**src/rtl/dmem_load_tracker.sv**
```systemverilog
// Load-miss issue/tracking stage between the data cache and the memory bus:
// queues line loads, issues BUS_LOAD, tracks granted tags and returns fills.
module dmem_load_tracker #(
  parameter int unsigned REQ_DEPTH = 4,
  parameter int unsigned NUM_TAGS  = 16
) (
  input  logic                         clock,
  input  logic                         reset,
  input  logic                         req_valid,
  input  logic [63:0]                  req_addr,
  output logic                         req_ready,
  output logic [1:0]                   proc2Dmem_command,
  output logic [63:0]                  proc2Dmem_addr,
  input  logic [$clog2(NUM_TAGS)-1:0]  Dmem2proc_response,
  input  logic [$clog2(NUM_TAGS)-1:0]  Dmem2proc_tag,
  input  logic [63:0]                  Dmem2proc_data,
  output logic                         fill_valid,
  output logic [63:0]                  fill_addr,
  output logic [63:0]                  fill_data,
  output logic [$clog2(NUM_TAGS)-1:0]  outstanding_count,
  output logic                         err_tag
);

  localparam int unsigned PTR_W  = $clog2(REQ_DEPTH);
  localparam int unsigned CNT_W  = PTR_W + 1;
  localparam int unsigned TAG_W  = $clog2(NUM_TAGS);
  localparam int unsigned LINE_W = 61;

  typedef enum logic [1:0] {
    BUS_NONE  = 2'd0,
    BUS_LOAD  = 2'd1,
    BUS_STORE = 2'd2
  } bus_cmd_e;

  logic [LINE_W-1:0] q_line [REQ_DEPTH];
  logic [PTR_W-1:0]  head;
  logic [PTR_W-1:0]  tail;
  logic [CNT_W-1:0]  count;
  logic [CNT_W-1:0]  count_nxt;

  logic [NUM_TAGS-1:0] tbl_valid;
  logic [NUM_TAGS-1:0] tbl_valid_nxt;
  logic [LINE_W-1:0]   tbl_line [NUM_TAGS];

  logic [LINE_W-1:0] req_line;
  logic              issue;
  logic              grant;
  logic              ret_hit;
  logic              ret_miss;
  logic              grant_conflict;
  logic              dup;
  logic              push;
  logic [PTR_W-1:0]  q_off;
  logic              unused_addr_bits;

  assign req_line         = req_addr[63:3];
  assign unused_addr_bits = ^req_addr[2:0];

  assign issue     = (count != '0);
  assign req_ready = (count < CNT_W'(REQ_DEPTH));
  assign grant     = issue && (Dmem2proc_response != '0);
  assign ret_hit   = (Dmem2proc_tag != '0) && tbl_valid[Dmem2proc_tag];
  assign ret_miss  = (Dmem2proc_tag != '0) && !tbl_valid[Dmem2proc_tag];
  // Re-granting a tag that retires in the same cycle is legitimate reuse.
  assign grant_conflict = grant && tbl_valid[Dmem2proc_response] &&
                          !(ret_hit && (Dmem2proc_tag == Dmem2proc_response));

  assign proc2Dmem_command = issue ? BUS_LOAD : BUS_NONE;
  assign proc2Dmem_addr    = issue ? {q_line[head], 3'b000} : 64'd0;

  // Duplicate line check against occupied queue slots and in-flight tags.
  always_comb begin
    dup   = 1'b0;
    q_off = '0;
    for (int i = 0; i < REQ_DEPTH; i++) begin
      q_off = PTR_W'(i) - head;
      if (({1'b0, q_off} < count) && (q_line[i] == req_line)) dup = 1'b1;
    end
    for (int t = 0; t < NUM_TAGS; t++) begin
      if (tbl_valid[t] && (tbl_line[t] == req_line)) dup = 1'b1;
    end
  end

  assign push = req_valid && req_ready && !dup;

  always_comb begin
    count_nxt = count;
    case ({push, grant})
      2'b10:   count_nxt = count + CNT_W'(1);
      2'b01:   count_nxt = count - CNT_W'(1);
      default: count_nxt = count;
    endcase
  end

  // Retire first, then grant, so a same-cycle reuse of a tag ends valid.
  always_comb begin
    tbl_valid_nxt = tbl_valid;
    if (ret_hit) tbl_valid_nxt[Dmem2proc_tag] = 1'b0;
    if (grant)   tbl_valid_nxt[Dmem2proc_response] = 1'b1;
  end

  always_comb begin
    outstanding_count = '0;
    for (int t = 0; t < NUM_TAGS; t++) begin
      outstanding_count = outstanding_count + TAG_W'(tbl_valid[t]);
    end
  end

  always_ff @(posedge clock or negedge reset) begin
    if (!reset) begin
      head       <= '0;
      tail       <= '0;
      count      <= '0;
      tbl_valid  <= '0;
      fill_valid <= 1'b0;
      fill_addr  <= '0;
      fill_data  <= '0;
      err_tag    <= 1'b0;
      for (int i = 0; i < REQ_DEPTH; i++) q_line[i] <= '0;
      for (int t = 0; t < NUM_TAGS; t++) tbl_line[t] <= '0;
    end else begin
      if (push) begin
        q_line[tail] <= req_line;
        tail         <= tail + PTR_W'(1);
      end
      if (grant) begin
        head                         <= head + PTR_W'(1);
        tbl_line[Dmem2proc_response] <= q_line[head];
      end
      count      <= count_nxt;
      tbl_valid  <= tbl_valid_nxt;
      fill_valid <= ret_hit;
      if (ret_hit) begin
        fill_addr <= {tbl_line[Dmem2proc_tag], 3'b000};
        fill_data <= Dmem2proc_data;
      end
      if (ret_miss || grant_conflict) err_tag <= 1'b1;
    end
  end

endmodule
```
**config.mk**
```make
export PLATFORM = sky130hd
export DESIGN_NAME = dmem_load_tracker
export DESIGN_NICKNAME = d
export VERILOG_FILES = /design/src/rtl/dmem_load_tracker.sv
export SDC_FILE = /design/constraint.sdc
export NUM_CORES = 2
export LEC_CHECK = 0
export BUFFER_PORTS_ARGS = -buffer_cell sky130_fd_sc_hd__buf_2
export CAP_MARGIN = 10
export CORE_MARGIN = 2
export CORE_UTILIZATION = 45
export CTS_CLUSTER_SIZE = 14
export DETAILED_ROUTE_END_ITERATION = 8
export GPL_TIMING_DRIVEN = 0
export PLACE_DENSITY = 0.68
export SLEW_MARGIN = 10
export SYNTH_ARGS = -nofsm -noshare
export SYNTH_HDL_FRONTEND = slang
export SYNTH_SLANG_ARGS = --single-unit
```
**constraint.sdc**
```tcl
create_clock -name clock -period 4.4 [get_ports clock]
set_clock_uncertainty 0.2 [all_clocks]
set_input_delay 0.66 -clock clock [delete_from_list [all_inputs] [get_ports clock]]
set_output_delay 0.66 -clock clock [all_outputs]
set_load 0.03 [all_outputs]
```
==> reports/results.ini <==
[run_status]
status=finished, violations left
violations=negative setup slack

[logic_synthesis]
synth.largest_area_cell=dfrtp_1
syn_area_per_cell_um2=10.7
seq_area_frac_synth_pct=45.9
synth_top_area_share_pct=45.9
synth-seq-cells=1370
netlist_instances=6956
synth_flop_cell=dfrtp_1
synth_cell_type_count=66
synth_area_leaders=dfrtp_1, mux4_2, o21ai_0
syn_area_um2=74700
async_flop_share_pct=100
synth-edff-count=0
yosysWarnings=0

[placed_design]
dp_cells=9452
finalWeightedCongestion=1.25
dp_hpwl_mm=376
io_buffers=276

[global_routing]
antenna_found_initial=57
grt_max_degree=148
grt_pass1_wl_mm=597
grt_overflow=0
grt_pass1_vias=61771
track_usage_pct=54.2

[critical_path]
arrival_ns=4.52
slowest_stage=fa_1
worstSetupPathDepth=13
critical_path_class=reg -> out
start_kind=register
cp.required_ns=3.54
worstSetupEndpointType=primary output
worstRegToRegCells=12
critical_path.max_stage_delay_ns=0.53
crit_fanout=5
path_delay_family=adder cells
cpMostUsedCell=inv_2
worst-path-buf-inv=7
crit_path_cell_trace=fa_1 -> inv_1 -> fa_1 -> inv_2 -> fa_1 -> inv_2 -> fa_2 -> inv_2 -> ha_4 -> inv_2 -> fa_2 -> inv_2 -> buf_6

[routing]
dr.pass1.iters=9
route.detailed.drc=0
wl_per_cell_um=47.3
final_antenna_net_count=0
drt_wl_total_mm=466
drt-vias-per-instance=6.89
vias=67846
first_iter_violations=12143

[finish]
area_growth_pct=16.2
layout.nets=7664
fillerInstances=14844
fin_cells=9854
drive_above_1_share_pct=22.5

[clocking]
clk_latency_ns=0.88
cts-htree-levels=4
clk_pin_slew_worst_paths_ns=0.06
cts_root_buf=clkbuf_16
cts_sinks=1370
cts_buffer_depth=3
cts_made_buffers=158
cts_tree=done

[run]
maxCapViolations=0

[sta]
setup_viol=293
timing.final.crit_share_pct=122
finalCriticalPeriod_ns=5.38
tightestPinTransition_ns=1.47
maxSlewHeadroom_pct=1.73
rsz0062_at_grt=true
hold_viol=0
fmax_mhz=186
worst_slack_ns=-0.979
drv_slew=0

[power]
power_density_nw_per_um2=957
ir_drop_uv=1600
p_switching_mw=43.1
power.clock.fraction_pct=17.2
p_sw_share_pct=51.8
seqPwrFrac_pct=33.0
power.total_mw=83.1
internal_power_mw=40.0
p_leak_nw=38.7
comb_power_share_pct=49.7

[floorplan]
row_count=149
die_x_um=411
start_util_pct=45.3
die_h_um=411
pin_count=340
coreArea_um2=165000
dieArea_um2=169000

[hold_path]
hold_path.class=in -> async

state kept, by name, indices dropped and copies added (netlist names):
name,cells
fill_valid,1
fill_data,64
q_line,244
tbl_valid,16
tbl_line,976
err_tag,1
head,2
tail,2
fill_addr,61
count,3
synthesized netlist by cell type (4+ instances only):
| master | n |
|---|---|
| xnor2_1 | 399 |
| a22o_1 | 21 |
| mux2_2 | 177 |
| o2111ai_1 | 19 |
| nor2b_1 | 95 |
| clkbuf_1 | 406 |
| nor2_1 | 89 |
| a2bb2oi_1 | 7 |
| and3_1 | 5 |
| buf_1 | 45 |
| nor4_1 | 181 |
| a221oi_1 | 10 |
| ha_1 | 14 |
| o221ai_1 | 10 |
| buf_2 | 50 |
| nand3_1 | 16 |
| o2bb2ai_1 | 25 |
| a2111oi_0 | 36 |
| o22ai_1 | 50 |
| dfrtp_1 | 1370 |
| a221o_1 | 6 |
| a22oi_1 | 12 |
| buf_4 | 87 |
| mux2_4 | 189 |
| fa_1 | 11 |
| inv_2 | 4 |
| a222oi_1 | 6 |
| nand2_4 | 4 |
| mux2i_1 | 62 |
| nand2_1 | 1217 |
| buf_6 | 61 |
| inv_1 | 119 |
| o21ai_0 | 1001 |
| mux4_2 | 315 |
| or4_1 | 13 |
| xor2_1 | 570 |
| a21oi_1 | 10 |
| nor3_1 | 8 |
| and4_1 | 4 |
| nand4_1 | 140 |
| nand2b_1 | 53 |
layout by cell type, fill, tap and decap left out, types with 25 or more instances in the layout:
master	synthesis	final
clkbuf_8	0	36
o21ai_0	1001	938
buf_6	61	69
nand2b_1	53	53
inv_1	119	113
xnor2_2	0	28
dfrtp_1	1370	1359
dlygate4sd3_1	0	65
clkbuf_16	0	165
nand2_1	1217	1217
clkinv_2	0	26
buf_2	50	329
xor2_1	570	567
a2111oi_0	36	30
buf_4	87	108
o21ai_2	0	49
nor4_1	181	160
mux4_2	315	315
o2bb2ai_1	25	25
nor2b_1	95	95
buf_1	45	34
xnor2_1	399	365
nor2_1	89	86
clkbuf_1	406	349
clkbuf_2	3	67
mux2_2	177	177
mux2_4	189	189
diode_2	0	36
mux2i_1	62	61
nand4_1	140	140
o22ai_1	50	50
cell type report:
type	instances	area [um2]	area share, %
tap	2189	2740	3.16
sequential	1370	34300	39.5
multi-input combinational	4815	37500	43.2
clock buffer	227	4670	5.38
antenna	36	90.1	0.104
buffer	651	3520	4.06
timing repair buffer	379	2630	3.03
inverter	125	473	0.545
clock inverter	62	842	0.970
what timing repair did:
item	in CTS	in global routing
gates cloned	0	0
setup endpoints to repair	756	303
pin swaps	7	6
gates resized for setup	259	87
hold endpoints to repair	169	0
hold buffers	65	0
buffers inserted	9	2
power groups by stage:
stage | combinational (mW) | sequential [mW] | clock [mW]
final | 41.3 | 27.4 | 14.3
after global routing | 41.3 | 27.2 | 14.7
after CTS | 38.1 | 26.3 | 14.2
after detailed placement | 36.0 | 26.5 | 0
after global placement | 35.5 | 26.2 | 0
after floorplan | 18.8 | 23.5 | 0
path summary, 6_finish.rpt:
check / start / slack, ns / to
worst max-delay path: tbl_valid[15] / -0.98 / outstanding_count[1]
worst min-delay path: reset / 0.11 / q_line[165]
worst max register to register: tbl_line[902] / -0.20 / q_line[97]
worst min register to register: fill_data[5] / 0.27 / fill_data[5]
max in group asynchronous: reset / 1.21 / tbl_line[521]
min in group clock: fill_data[5] / 0.27 / fill_data[5]
metal layers:
metal	vias to the layer above	track usage, %	routed length (um)
li1	25260	-	-
met1	34412	64.9	164000
met2	6525	67.4	170000
met3	1581	36.8	86400
met4	68	37.2	42000
met5	-	10.7	3430
metrics by stage:
stage | TNS [ns] | cell area (um2) | setup slack [ns] | utilization (%) | hold slack, ns
final | -38.47 | 86800 | -0.979 | 52.6 | 0.106
after floorplan | 0 | 74700 | 0.0421 | - | 0.164
after detailed placement | -539.02 | 79300 | -1.76 | 48.1 | 0.259
after global routing | -3.68 | 86700 | -1.04 | 52.6 | 0.141
after CTS | -3.41 | 86200 | -0.970 | 52.3 | 0.0992
after global placement | - | 78800 | -28.67 | 47.8 | 0.255
logic make-up (layout without fill, tap and decap cells):
family / after synthesis / count (layout) / synth area share (%)
other cells: 1 / 43 / 0.00502
xor+xnor: 969 / 969 / 11.4
buf+inv: 777 / 1444 / 5.05
flops: 1370 / 1370 / 45.9
compound gates: 1236 / 1236 / 9.26
fa+ha+maj: 25 / 25 / 0.530
mux: 743 / 743 / 16.8
simple gates: 1835 / 1835 / 11.1
Note: power is estimated with default switching activity, not from simulation.
